==> config.mk <==
export PLATFORM = sky130hd
export DESIGN_NAME = sum_readout_flat
export DESIGN_NICKNAME = d
export VERILOG_FILES = /design/src/rtl/sum_readout_if.sv /design/src/rtl/sum_readout.sv /design/src/flat_wrapper.sv
export SDC_FILE = /design/constraint.sdc
export NUM_CORES = 1
export LEC_CHECK = 0
export ABC_CLOCK_PERIOD_IN_PS = 5950
export BUFFER_PORTS_ARGS = -buffer_cell sky130_fd_sc_hd__clkbuf_2
export CORE_MARGIN = 2
export CORE_UTILIZATION = 58
export CTS_CLUSTER_DIAMETER = 200
export CTS_CLUSTER_SIZE = 24
export DETAILED_ROUTE_END_ITERATION = 7
export MAX_ROUTING_LAYER = met4
export PLACE_DENSITY_LB_ADDON = 0.05
export SETUP_SLACK_MARGIN = 0.05
export SLEW_MARGIN = 20
export SYNTH_ARGS = -nofsm -noshare
export SYNTH_HDL_FRONTEND = slang
export SYNTH_SLANG_ARGS = --single-unit
==> constraint.sdc <==
create_clock -name clk -period 5.95 [get_ports clk]
set_clock_uncertainty 0.2 [all_clocks]
set_input_delay 0.2975 -clock clk [delete_from_list [all_inputs] [get_ports clk]]
set_output_delay 0.2975 -clock clk [all_outputs]
set_load 0.02 [all_outputs]
==> src/rtl/sum_readout_if.sv <==
// Pixel stream between sum_readout (master) and its downstream consumer (slave).
interface sum_readout_if;
  logic [7:0] pix_data;
  logic       pix_valid;
  logic       pix_ready;
  logic       pix_last;

  modport master (output pix_data, output pix_valid, output pix_last, input pix_ready);
  modport slave  (input pix_data, input pix_valid, input pix_last, output pix_ready);
endinterface

==> src/rtl/sum_readout.sv <==
// Sweeps the adder's 64-entry sum memory and streams normalised 8-bit pixels with overflow count.
// Build option: define SUM_SATURATE_EN for saturating normalisation, otherwise sums are halved.
module sum_readout #(
  parameter int DEPTH  = 64,
  parameter int ADDR_W = 6,
  parameter int DATA_W = 9
) (
  input  logic              clk,
  input  logic              reset,
  input  logic              start,
  output logic              busy,
  output logic              done,
  output logic              mem_en,
  output logic [ADDR_W-1:0] mem_addr,
  input  logic [DATA_W-1:0] mem_dout,
  output logic [ADDR_W:0]   ovf_cnt,
  sum_readout_if.master     pix
);

  typedef enum logic [1:0] {IDLE = 2'd0, RUN = 2'd1, DRAIN = 2'd2} state_t;

  localparam logic [ADDR_W-1:0] LAST_ADDR = ADDR_W'(DEPTH - 1);

  state_t            state_r;
  logic              busy_r;
  logic              done_r;
  logic [ADDR_W-1:0] ptr_r;
  logic [ADDR_W:0]   ovf_r;
  logic              rd_vld_r;
  logic              rd_last_r;
  logic [7:0]        fifo_data_r [2];
  logic [1:0]        fifo_last_r;
  logic              wr_idx_r;
  logic              rd_idx_r;
  logic [1:0]        cnt_r;

  logic              valid_s;
  logic              head_last_s;
  logic              push_s;
  logic              pop_s;
  logic              issue_s;
  logic [2:0]        occ_s;
  logic [7:0]        norm_s;

  function automatic logic [7:0] normalise(input logic [DATA_W-1:0] sum);
`ifdef SUM_SATURATE_EN
    normalise = (|sum[DATA_W-1:8]) ? 8'hFF : sum[7:0];
`else
    normalise = sum[DATA_W-1:DATA_W-8];
`endif
  endfunction

  // The issue check counts the slot freed by this cycle's pop, so a stalled
  // consumer can never receive more data than the 2-entry buffer holds.
  assign valid_s     = (cnt_r != 2'd0);
  assign head_last_s = fifo_last_r[rd_idx_r];
  assign pop_s       = valid_s && pix.pix_ready;
  assign push_s      = rd_vld_r;
  assign occ_s       = {1'b0, cnt_r} - {2'b00, pop_s} + {2'b00, rd_vld_r};
  assign issue_s     = (state_r == RUN) && (occ_s < 3'd2);
  assign norm_s      = normalise(mem_dout);

  assign busy          = busy_r;
  assign done          = done_r;
  assign mem_en        = issue_s;
  assign mem_addr      = ptr_r;
  assign ovf_cnt       = ovf_r;
  assign pix.pix_valid = valid_s;
  assign pix.pix_data  = fifo_data_r[rd_idx_r];
  assign pix.pix_last  = head_last_s;

  // Frame control FSM with busy/done flags, read pointer and overflow counter.
  always_ff @(posedge clk or negedge reset) begin
    if (!reset) begin
      state_r <= IDLE;
      busy_r  <= 1'b0;
      done_r  <= 1'b0;
      ptr_r   <= '0;
      ovf_r   <= '0;
    end else begin
      done_r <= 1'b0;
      if (push_s && mem_dout[DATA_W-1]) begin
        ovf_r <= ovf_r + (ADDR_W+1)'(1'b1);
      end
      case (state_r)
        IDLE: begin
          // A start landing in the done cycle is still treated as busy.
          if (start && !done_r) begin
            state_r <= RUN;
            busy_r  <= 1'b1;
            ptr_r   <= '0;
            ovf_r   <= '0;
          end
        end
        RUN: begin
          if (issue_s) begin
            if (ptr_r == LAST_ADDR) begin
              state_r <= DRAIN;
            end else begin
              ptr_r <= ptr_r + ADDR_W'(1'b1);
            end
          end
        end
        DRAIN: begin
          if (pop_s && head_last_s) begin
            state_r <= IDLE;
            busy_r  <= 1'b0;
            done_r  <= 1'b1;
          end
        end
        default: begin
          state_r <= IDLE;
          busy_r  <= 1'b0;
        end
      endcase
    end
  end

  // Read-return pipeline and the 2-entry output buffer.
  always_ff @(posedge clk or negedge reset) begin
    if (!reset) begin
      rd_vld_r       <= 1'b0;
      rd_last_r      <= 1'b0;
      wr_idx_r       <= 1'b0;
      rd_idx_r       <= 1'b0;
      cnt_r          <= 2'd0;
      fifo_data_r[0] <= 8'd0;
      fifo_data_r[1] <= 8'd0;
      fifo_last_r    <= 2'b00;
    end else begin
      rd_vld_r  <= issue_s;
      rd_last_r <= issue_s && (ptr_r == LAST_ADDR);
      if (push_s) begin
        fifo_data_r[wr_idx_r] <= norm_s;
        fifo_last_r[wr_idx_r] <= rd_last_r;
        wr_idx_r              <= ~wr_idx_r;
      end
      if (pop_s) begin
        rd_idx_r <= ~rd_idx_r;
      end
      case ({push_s, pop_s})
        2'b10:   cnt_r <= cnt_r + 2'd1;
        2'b01:   cnt_r <= cnt_r - 2'd1;
        default: cnt_r <= cnt_r;
      endcase
    end
  end

endmodule

==> src/flat_wrapper.sv <==
// flat-port wrapper written by rule: the top's interface ports become plain ports
module sum_readout_flat 
#(
  parameter int DEPTH  = 64,
  parameter int ADDR_W = 6,
  parameter int DATA_W = 9
)
  (clk, reset, start, busy, done, mem_en, mem_addr, mem_dout, ovf_cnt, pix_pix_data, pix_pix_valid, pix_pix_last, pix_pix_ready);
  sum_readout_if pix_i ();
  input  logic clk;
  input  logic reset;
  input  logic start;
  output logic busy;
  output logic done;
  output logic mem_en;
  output logic [ADDR_W-1:0] mem_addr;
  input  logic [DATA_W-1:0] mem_dout;
  output logic [ADDR_W:0] ovf_cnt;
  output wire logic [$bits(pix_i.pix_data)-1:0] pix_pix_data;
  output wire logic [$bits(pix_i.pix_valid)-1:0] pix_pix_valid;
  output wire logic [$bits(pix_i.pix_last)-1:0] pix_pix_last;
  input wire logic [$bits(pix_i.pix_ready)-1:0] pix_pix_ready;
  assign pix_pix_data = pix_i.pix_data;
  assign pix_pix_valid = pix_i.pix_valid;
  assign pix_pix_last = pix_i.pix_last;
  assign pix_i.pix_ready = pix_pix_ready;
  sum_readout #(.DEPTH(DEPTH), .ADDR_W(ADDR_W), .DATA_W(DATA_W)) u_core (.clk(clk), .reset(reset), .start(start), .busy(busy), .done(done), .mem_en(mem_en), .mem_addr(mem_addr), .mem_dout(mem_dout), .ovf_cnt(ovf_cnt), .pix(pix_i));
endmodule
==> results.sh, run 1 <==
export IMPL_pwr_density_cell_nw_per_um2=513.6
export IMPL_final_common_cell="dfrtp_1"
export IMPL_cts_resized=0
export IMPL_cts_sinks=41
export IMPL_remaining_drc_errors=0
export IMPL_cts_root_buf="clkbuf_4"
export IMPL_finalSetupViolCount=0
export IMPL_holdPathStages=3
export IMPL_chipHeight_um=61.85
export IMPL_cts_setup_buffers=0
export IMPL_p_leak_nw=1.051
export IMPL_final_period_utilization_pct=51.64
export IMPL_grt_busiest_layer="met2"
export IMPL_ys_seq_area_share_pct=52.87
export IMPL_h_tree_depth=2
export IMPL_met1_usage_pct=23.69
export IMPL_cts_tree="built"
export IMPL_layout_nets=227
export IMPL_grt_pass1_wl_um=5796
export IMPL_mostFrequentLayoutCells="dfrtp_1, clkbuf_2, mux2_2, nor2_1, nand2_1"
export IMPL_grt_pass1_vias=1320
export IMPL_end_kind="output port"
export IMPL_num_vias=1401
export IMPL_synth_area_um2=1941
export IMPL_syn_nets=178
export IMPL_dr_first_iter_drc_count=102
export IMPL_cp_start_kind="register"
export IMPL_cts_hold_buf=8
export IMPL_cts_buffer_depth=2
export IMPL_rsz0062_at_grt="false"
export IMPL_die_w_um=61.85
export IMPL_wl_um=3764
export IMPL_cts_buffers=5
export IMPL_firstDrtPassIters=4
export IMPL_syn_to_final_growth_pct=18.38
export IMPL_grt_met3_usage_pct=5.797
export IMPL_ir_drop_v=0.0002676
export IMPL_crit_path_start="u_core.cnt_r[1]"
export IMPL_dpl_worst_slack_ns=3.078
export IMPL_r2r_slack_ns=3.11
export IMPL_worst_slew_pin_slew_ns=0.8800
export IMPL_via_per_inst=5.473
export IMPL_antenna_cells=0
export IMPL_num_fill_cells=250
export IMPL_crit_path_cell_trace="o21ai_0 > nor2_1 > o21ai_0 > fa_1 > xnor2_1 > nand3_1 > inv_1 > clkbuf_2"
export IMPL_synth_edf_count=0
export IMPL_finalWeightedCongestion=0.8038
export IMPL_detail_route_antenna_nets=0
export IMPL_worstPathMaxFanout=5
export IMPL_ys_warn_count=0
export IMPL_initial_core_util_pct=59.09
export IMPL_multi_input_area_um2=874.6
export IMPL_use_met2_pct=37.89
export IMPL_postSynth_asyncResetShare_pct=100.0
export IMPL_layout_setup_ws_ns=2.877
export IMPL_slew_headroom_pct=41.33
export IMPL_finalSetupTns_ns=0
export IMPL_rows=21
export IMPL_worstPathArrival_ns=2.58
export IMPL_ys_ff_latch=41
export IMPL_crit_path_top_delay_cell="dfrtp_1"
export IMPL_drv_cap=0
export IMPL_r2r_cells=7
export IMPL_grt_max_degree=42
export IMPL_clk_insertion_delay_late_ns=0.35
export IMPL_netlist_cell_type_count=34
export IMPL_maxSlewViolCount=0
export IMPL_crit_top_cell="o21ai_0"
export IMPL_synth_main_ff_cell="dfrtp_1"
export IMPL_register_area_um2=1026
export IMPL_grtUsageTotal_pct=21.85
export IMPL_r2r_start="u_core.cnt_r[1]"
export IMPL_synthCells=161
export IMPL_ios=39
export IMPL_wl_per_cell_um=14.70
export IMPL_r2r_end="u_core.mem_addr[1]"
export IMPL_antenna_found_initial=0
export IMPL_drive_gt1_share_pct=38.10
export IMPL_synth_area_per_cell_um2=12.05
export IMPL_outcome="complete, no violations"
export IMPL_slowest_delay_ns=0.47
export IMPL_cp_required_ns=5.45
export IMPL_hold_viol=0
export IMPL_dp_hpwl_um=2511
export IMPL_path_clk_slew_ns=0.11
export IMPL_min_period_ns=3.073
export IMPL_crit_type="register to output port"
export IMPL_worstHoldStart="mem_dout[8]"
export IMPL_max_freq_mhz=325.4
export IMPL_die_area_um2=3825
export IMPL_core_area_um2=3284
export IMPL_port_buffers=37
export IMPL_overflow=0
export IMPL_hold_path_end="u_core.ovf_cnt[1]"
export IMPL_min_path_type="input pin to register"
[through the flow]
stage	instance area (µm²)	utilization, %	hold WS [ns]	power, W	instances
detailed placement	2158	65.71	0.2647	0.001039	241
global placement	2158	65.71	0.2612	0.001010	241
global route	2297	69.94	0.05517	0.001266	256
floorplan	1941	-	-0.1981	0.0009103	161
finish	2297	69.94	0.06935	0.001180	256
CTS	2297	69.94	0.05368	0.001188	256
[layer usage]
layer	part of all wire [%]	routed length (µm)
met2	54	2050
met3	4.3	162
met4	0.69	26
met1	40	1523
met5	0	0
[registers in the layout (all words and copies together) (netlist names)]
| register | flops |
|---|---|
| u_core.busy | 1 |
| u_core.cnt_r | 2 |
| u_core.done | 1 |
| u_core.fifo_data_r | 16 |
| u_core.fifo_last_r | 2 |
| u_core.mem_addr | 6 |
| u_core.ovf_cnt | 7 |
| u_core.push_s | 1 |
| u_core.rd_idx_r | 1 |
| u_core.rd_last_r | 1 |
| u_core.state_r | 2 |
| u_core.wr_idx_r | 1 |
[critical path: cells and delay by family (launching register included)]
kind | cells | cell delay [ns]
buf+inv | 2 | 0.30
flops | 1 | 0.47
fa+ha+maj | 1 | 0.40
xor+xnor | 1 | 0.27
compound gates | 2 | 0.39
simple gates | 2 | 0.40
[kinds of logic (layout without fill, tap and decap cells)]
logic type	after synthesis	after routing	share of synthesized area, %
flops	41	41	52.87
xor+xnor	12	12	5.416
fa+ha+maj	4	4	2.966
simple gates	47	47	12.51
mux	27	27	15.67
buf+inv	7	56	2.063
compound gates	23	23	8.511
[cell type report]
type,count,share of cell area (%)
Sequential cell,41,44.66
Multi-Input combinational cell,113,38.07
Timing Repair Buffer,45,11.55
Tap cell,46,2.505
Clock buffer,6,2.233
Inverter,4,0.6536
Clock inverter,1,0.3268
[power breakdown]
group | leakage, nW | internal [W] | switching [W]
Clock | 0.0303 | 0.0000554 | 0.0000847
Sequential | 0.510 | 0.000379 | 0.000101
Combinational | 0.511 | 0.000261 | 0.000300
[cells in the mapped netlist, drive strengths merged (4+ instances only)]
cell | count | share of area (%)
dfrtp | 41 | 53
inv | 4 | 0.77
nor2 | 14 | 2.8
nand3 | 7 | 1.8
nand2 | 12 | 2.3
xor2 | 4 | 1.8
xnor2 | 8 | 3.6
mux2 | 27 | 16
a21oi | 7 | 2.0
o21ai | 9 | 2.5
[worst max path at each step]
| stage | to | slack [ns] | depth (start not counted) |
|---|---|---|---|
| 2_1_floorplan | u_core.mem_addr[1] | 3.39 | 7 |
| 3_3_place_gp | u_core.mem_addr[1] | 3.16 | 7 |
| 3_5_place_dp | u_core.mem_addr[1] | 3.08 | 7 |
| 4_1_cts | mem_en | 2.81 | 8 |
| 5_1_grt | mem_en | 2.62 | 8 |
| 6_report | mem_en | 2.88 | 8 |
Note: power is estimated with default switching activity, not from simulation.
==> inputs of run 2 (changes only) <==
Settings changed: ABC_CLOCK_PERIOD_IN_PS 5950 to 3200, CORE_UTILIZATION 58 to 54.
Clock period 5.95 ns to 3.2 ns, I/O delays scaled along.
==> results.sh, run 2 (synthesis results as in run 1) <==
export IMPL_finalSetupViolCount=0
export IMPL_cts_root_buf="clkbuf_4"
export IMPL_cp_start_kind="register"
export IMPL_path_clk_slew_ns=0.12
export IMPL_seq_power_share_pct=37.9
export IMPL_cts_buffers=5
export IMPL_die_area_um2=4089
export IMPL_chipHeight_um=63.95
export IMPL_p_leak_nw=1.099
export IMPL_rsz0062_at_grt="false"
export IMPL_p_clk_share_pct=17.2
export IMPL_cp_required_ns=2.84
export IMPL_crit_path_start="u_core.cnt_r[1]"
export IMPL_crit_end="mem_en"
export IMPL_detail_route_antenna_nets=0
export IMPL_finalHoldWorstSlack_ns=0.2616
export IMPL_swShare_pct=38.26
export IMPL_rows=21
export IMPL_num_vias=1388
export IMPL_finalWeightedCongestion=0.7316
export IMPL_p_int_w=0.001446
export IMPL_finalSetupTns_ns=0
export IMPL_firstDrtPassIters=4
export IMPL_p_sw_w=0.0008963
export IMPL_antenna_cells=0
export IMPL_final_core_util_pct=70.40
export IMPL_ir_drop_v=0.0005602
export IMPL_clk_insertion_delay_late_ns=0.34
export IMPL_worstPathMaxFanout=5
export IMPL_final_common_cell="dfrtp_1"
export IMPL_overflow=0
export IMPL_mostFrequentLayoutCells="dfrtp_1, clkbuf_2, mux2_2, nor2_1, nand2_1"
export IMPL_dr_first_iter_drc_count=76
export IMPL_end_kind="output port"
export IMPL_layout_nets=231
export IMPL_ios=39
export IMPL_cts_sinks=41
export IMPL_layout_setup_ws_ns=0.3106
export IMPL_r2r_cells=9
export IMPL_r2r_start="u_core.cnt_r[1]"
export IMPL_dpl_worst_slack_ns=0.5102
export IMPL_antenna_found_initial=0
export IMPL_port_buffers=37
export IMPL_crit_type="register to output port"
export IMPL_via_per_inst=5.318
export IMPL_largest_reg_flops=16
export IMPL_syn_to_final_growth_pct=22.95
export IMPL_die_w_um=63.95
export IMPL_wl_per_cell_um=13.44
export IMPL_drv_cap=0
export IMPL_r2r_end="u_core.mem_addr[1]"
export IMPL_worst_slew_pin_slew_ns=0.8872
export IMPL_wl_um=3507
export IMPL_hold_viol=0
export IMPL_cts_buffer_depth=2
export IMPL_initial_core_util_pct=57.25
export IMPL_remaining_drc_errors=0
export IMPL_cts_tree="built"
export IMPL_slew_headroom_pct=40.85
export IMPL_grt_pass1_vias=1391
export IMPL_grtUsageTotal_pct=19.93
export IMPL_min_period_ns=2.889
export IMPL_dp_hpwl_um=2439
export IMPL_outcome="complete, no violations"
export IMPL_maxSlewViolCount=0
export IMPL_worstPathArrival_ns=2.53
export IMPL_grt_pass1_wl_um=6092
export IMPL_max_freq_mhz=346.1
export IMPL_grt_max_degree=42
export IMPL_pwr_density_cell_nw_per_um2=981.8
export IMPL_r2r_slack_ns=0.45
export IMPL_h_tree_depth=2
export IMPL_comb_power_share_pct=44.9
export IMPL_largest_register="u_core.fifo_data_r"
export IMPL_drive_gt1_share_pct=38.60
export IMPL_core_area_um2=3390
export IMPL_min_path_type="input pin to asynchronous set/reset pin"
export IMPL_final_period_utilization_pct=90.30
run 2: cell count changes in the layout (fill, tap and decap cells not counted):
cell	change
clkinv_2	+1
dlygate4sd3_1	+3
bufinv_16	+2
xnor2_2	+1
xnor2_1	-1
clkbuf_8	-1
clkinvlp_4	-1
buf_4	+1
run 2: worst max-delay path, stage by stage (launching register included):
cell	delay [ns]
dfrtp_1	0.50
o21ai_0	0.13
buf_4	0.16
nor2_1	0.16
o21ai_0	0.14
fa_1	0.43
xnor2_2	0.23
nand3_1	0.17
inv_1	0.12
clkbuf_2	0.17
run 2: what timing repair did:
item,in CTS,in global routing
buffers inserted,0,0
resized for setup,0,1
setup endpoints to repair,0,1
endpoints found under the hold margin,65,0
hold buffers,11,0
run 2: through the flow:
stage,power (W),area (µm²),std cells
6_report,0.002343,2386,261
2_1_floorplan,0.001693,1941,161
5_1_grt,0.002509,2386,261
3_3_place_gp,0.001888,2166,242
4_1_cts,0.002353,2379,261
3_5_place_dp,0.001932,2166,242
run 2: final cells by class:
cell class	count	area, µm²
multi-input combinational	113	882.1
clock buffer	5	37.54
clock inverter	3	65.06
sequential	41	1026
timing repair buffer	49	302.8
tap	46	57.56
fill	252	1003
inverter	4	15.01
run 2: worst min path at each step:
stage / cells past startpoint / to / slack [ns] / startpoint
after CTS: 2 / u_core.wr_idx_r / 0.32 / reset
after global routing: 2 / u_core.fifo_data_r[7] / 0.31 / reset
after detailed placement: 1 / u_core.ovf_cnt[3] / 0.17 / reset
final: 2 / u_core.fifo_data_r[7] / 0.26 / reset
after floorplan: 0 / u_core.busy / -0.34 / reset
after global placement: 1 / u_core.ovf_cnt[3] / 0.15 / reset
run 2: per-layer routing:
layer / up-vias / global-route usage [%] / wire length (µm)
li1: 671 / - / -
met1: 688 / 22.37 / 1491
met2: 25 / 34.64 / 1817
met3: 4 / 4.049 / 155
met4: 0 / 8.152 / 42
met5: - / - / 0
run 2: power groups by stage:
stage	clock, W	sequential, W	combinational, W
finish	0.000403	0.000887	0.00105
global route	0.000446	0.000915	0.00115
CTS	0.000416	0.000885	0.00105
detailed placement	0	0.000896	0.00104
global placement	0	0.000879	0.00101
floorplan	0	0.000882	0.000811
==> inputs of run 3 (changes only) <==
Settings changed: ABC_AREA set to 1, MAX_ROUTING_LAYER met4 to unset.
==> results.sh, run 3 <==
export IMPL_r2r_end="u_core.mem_addr[2]"
export IMPL_cts_tree="built"
export IMPL_ios=39
export IMPL_crit_type="register to output port"
export IMPL_worstHoldStart="start"
export IMPL_rows=22
export IMPL_largest_reg_flops=16
export IMPL_antenna_cells=0
export IMPL_ir_drop_v=0.0006068
export IMPL_netlist_cell_type_count=28
export IMPL_postSynth_asyncResetShare_pct=100.0
export IMPL_remaining_drc_errors=0
export IMPL_cts_sinks=41
export IMPL_crit_top_cell="nand2_1"
export IMPL_crit_path_cell_trace="o21a_1 > nand2_1 > o21ai_0 > nand2_1 > fa_1 > inv_1 > nand2_1 > nand2_1 > nand3_2 > inv_1 > clkbuf_2"
export IMPL_antenna_found_initial=0
export IMPL_p_leak_nw=1.310
export IMPL_dr_first_iter_drc_count=80
export IMPL_die_w_um=64.74
export IMPL_detail_route_antenna_nets=0
export IMPL_outcome="complete, no violations"
export IMPL_rsz0062_at_grt="false"
export IMPL_via_per_inst=4.894
export IMPL_cts_setup_buffers=0
export IMPL_ys_warn_count=0
export IMPL_r2r_start="u_core.cnt_r[1]"
export IMPL_die_area_um2=4191
export IMPL_synth_top_cells_by_area="dfrtp_1, nand2_1, inv_1, o21ai_2, o21ai_0"
export IMPL_drv_cap=0
export IMPL_r2r_slack_ns=0.91
export IMPL_firstDrtPassIters=5
export IMPL_finalPower_w=0.002124
export IMPL_hold_path_end="u_core.busy"
export IMPL_synth_area_um2=1992
export IMPL_finalSetupTns_ns=0
export IMPL_dp_hpwl_um=2514
export IMPL_min_path_type="input pin to register"
export IMPL_worst_slew_pin_slew_ns=0.8806
export IMPL_synth_edf_count=0
export IMPL_cts_root_buf="clkbuf_8"
export IMPL_finalSetupViolCount=0
export IMPL_slew_headroom_pct=41.30
export IMPL_h_tree_depth=2
export IMPL_path_delay_family="flip-flops"
export IMPL_grt_pass1_wl_um=6341
export IMPL_port_buffers=37
export IMPL_finalWeightedCongestion=0.7720
export IMPL_core_area_um2=3606
export IMPL_hold_viol=0
export IMPL_crit_path_top_delay_cell="dfrtp_1"
export IMPL_synth_top_cell_area_share_pct=51.51
export IMPL_cp_start_kind="register"
export IMPL_synthCells=242
export IMPL_grt_max_degree=42
export IMPL_pwr_density_cell_nw_per_um2=883.8
export IMPL_layout_nets=308
export IMPL_holdPathStages=6
export IMPL_r2r_cells=13
export IMPL_chipHeight_um=64.74
export IMPL_synth_main_ff_cell="dfrtp_1"
export IMPL_ys_ff_latch=41
export IMPL_overflow=0
export IMPL_final_period_utilization_pct=77.51
export IMPL_synth_area_per_cell_um2=8.231
export IMPL_slowest_delay_ns=0.41
export IMPL_wl_per_cell_um=10.76
export IMPL_maxSlewViolCount=0
export IMPL_wl_um=3660
export IMPL_end_kind="output port"
export IMPL_cp_required_ns=2.84
export IMPL_synth_most_common_cell="nand2_1"
export IMPL_crit_buf_inv=3
export IMPL_syn_nets=259
export IMPL_path_clk_slew_ns=0.07
export IMPL_grtUsageTotal_pct=19.57
export IMPL_crit_path_start="u_core.cnt_r[1]"
export IMPL_initial_core_util_pct=55.24
export IMPL_largest_register="u_core.fifo_data_r"
export IMPL_clk_insertion_delay_late_ns=0.29
export IMPL_ys_seq_area_share_pct=51.51
export IMPL_cts_buffer_depth=2
export IMPL_final_common_cell="nand2_1"
export IMPL_yosysTopAreaCell="dfrtp_1"
export IMPL_mostFrequentLayoutCells="nand2_1, dfrtp_1, clkbuf_2, inv_1, nor2_1"
export IMPL_worstPathArrival_ns=2.12
export IMPL_worstPathMaxFanout=4
export IMPL_drive_gt1_share_pct=21.58
export IMPL_synthTopCellsByCount="nand2_1, dfrtp_1, inv_1"
export IMPL_max_freq_mhz=403.2
export IMPL_syn_to_final_growth_pct=20.67
export IMPL_min_period_ns=2.480
export IMPL_num_vias=1664
export IMPL_grt_pass1_vias=1435
export IMPL_cts_buffers=5
[run 3: power breakdown]
part	internal, W	switching [W]
sequential	0.000699	0.000157
combinational	0.000325	0.000581
clock	0.000195	0.000167
[run 3: metrics by stage]
step | cells | area (µm²) | worst slack, ns | utilization (%) | hold slack [ns]
global placement | 323 | 2212 | 0.9459 | 61.35 | 0.1883
floorplan | 242 | 1992 | 1.145 | - | -0.3356
finish | 340 | 2404 | 0.7197 | 66.66 | 0.06319
CTS | 340 | 2404 | 0.7141 | 66.66 | 0.06424
detailed placement | 323 | 2212 | 0.9360 | 61.35 | 0.1797
global route | 340 | 2404 | 0.4429 | 66.66 | 0.07400
[run 3: repair_timing]
item / CTS / global route
hold buffers: 9 / 0
gates resized for setup: 0 / 0
endpoints found under the hold margin: 57 / 0
setup endpoints to repair: 0 / 0
[run 3: kinds of logic (layout without fill, tap and decap cells)]
| group | Yosys count | in the layout | synth area share [%] |
|---|---|---|---|
| AOI/OAI and AO/OA | 29 | 29 | 9.549 |
| xor gates and xnor gates | 8 | 8 | 3.518 |
| adders and majority gates | 4 | 4 | 2.890 |
| buffers and inverters | 31 | 81 | 6.344 |
| DFF | 41 | 41 | 51.51 |
| and+or+nand+nor | 129 | 129 | 26.19 |
[run 3: cell type report]
| cell class | instances | area [µm²] |
|---|---|---|
| clock buffers | 7 | 96.34 |
| well taps | 48 | 60.06 |
| repair buffers | 46 | 275.3 |
| clock inverters | 1 | 5.005 |
| multi-input cells | 170 | 839.6 |
| flip-flops and latches | 41 | 1026 |
| fillers | 333 | 1202 |
| inverters | 27 | 101.3 |
[run 3: worst reg2reg max path, stage by stage (launching register included)]
cell	delay (ns)
dfrtp_1	0.41
o21a_1	0.25
nand2_1	0.09
o21ai_0	0.08
nand2_1	0.08
fa_1	0.38
inv_1	0.07
nand2_1	0.05
nand2_1	0.08
nand3_2	0.10
nand2_1	0.10
nand2_1	0.15
nand2_1	0.09
nand2_1	0.06
[run 3: how the worst max path moves through the flow]
stage	end	slack, ns	cells past startpoint
after CTS	mem_en	0.71	11
after global routing	mem_en	0.44	11
after detailed placement	u_core.mem_addr[3]	0.94	13
final	mem_en	0.72	11
after global placement	u_core.mem_addr[3]	0.95	13
after floorplan	u_core.mem_addr[0]	1.15	13
[run 3: routing by layer]
| metal | wire length (µm) | up-vias | part of all wire, % | track usage [%] |
|---|---|---|---|---|
| met4 | 36 | 0 | 0.98 | 7.447 |
| met5 | 0 | - | 0 | 0 |
| met3 | 141 | 4 | 3.9 | 4.167 |
| met2 | 1629 | 31 | 45 | 29.38 |
| met1 | 1854 | 777 | 51 | 27.91 |
| li1 | - | 852 | - | - |
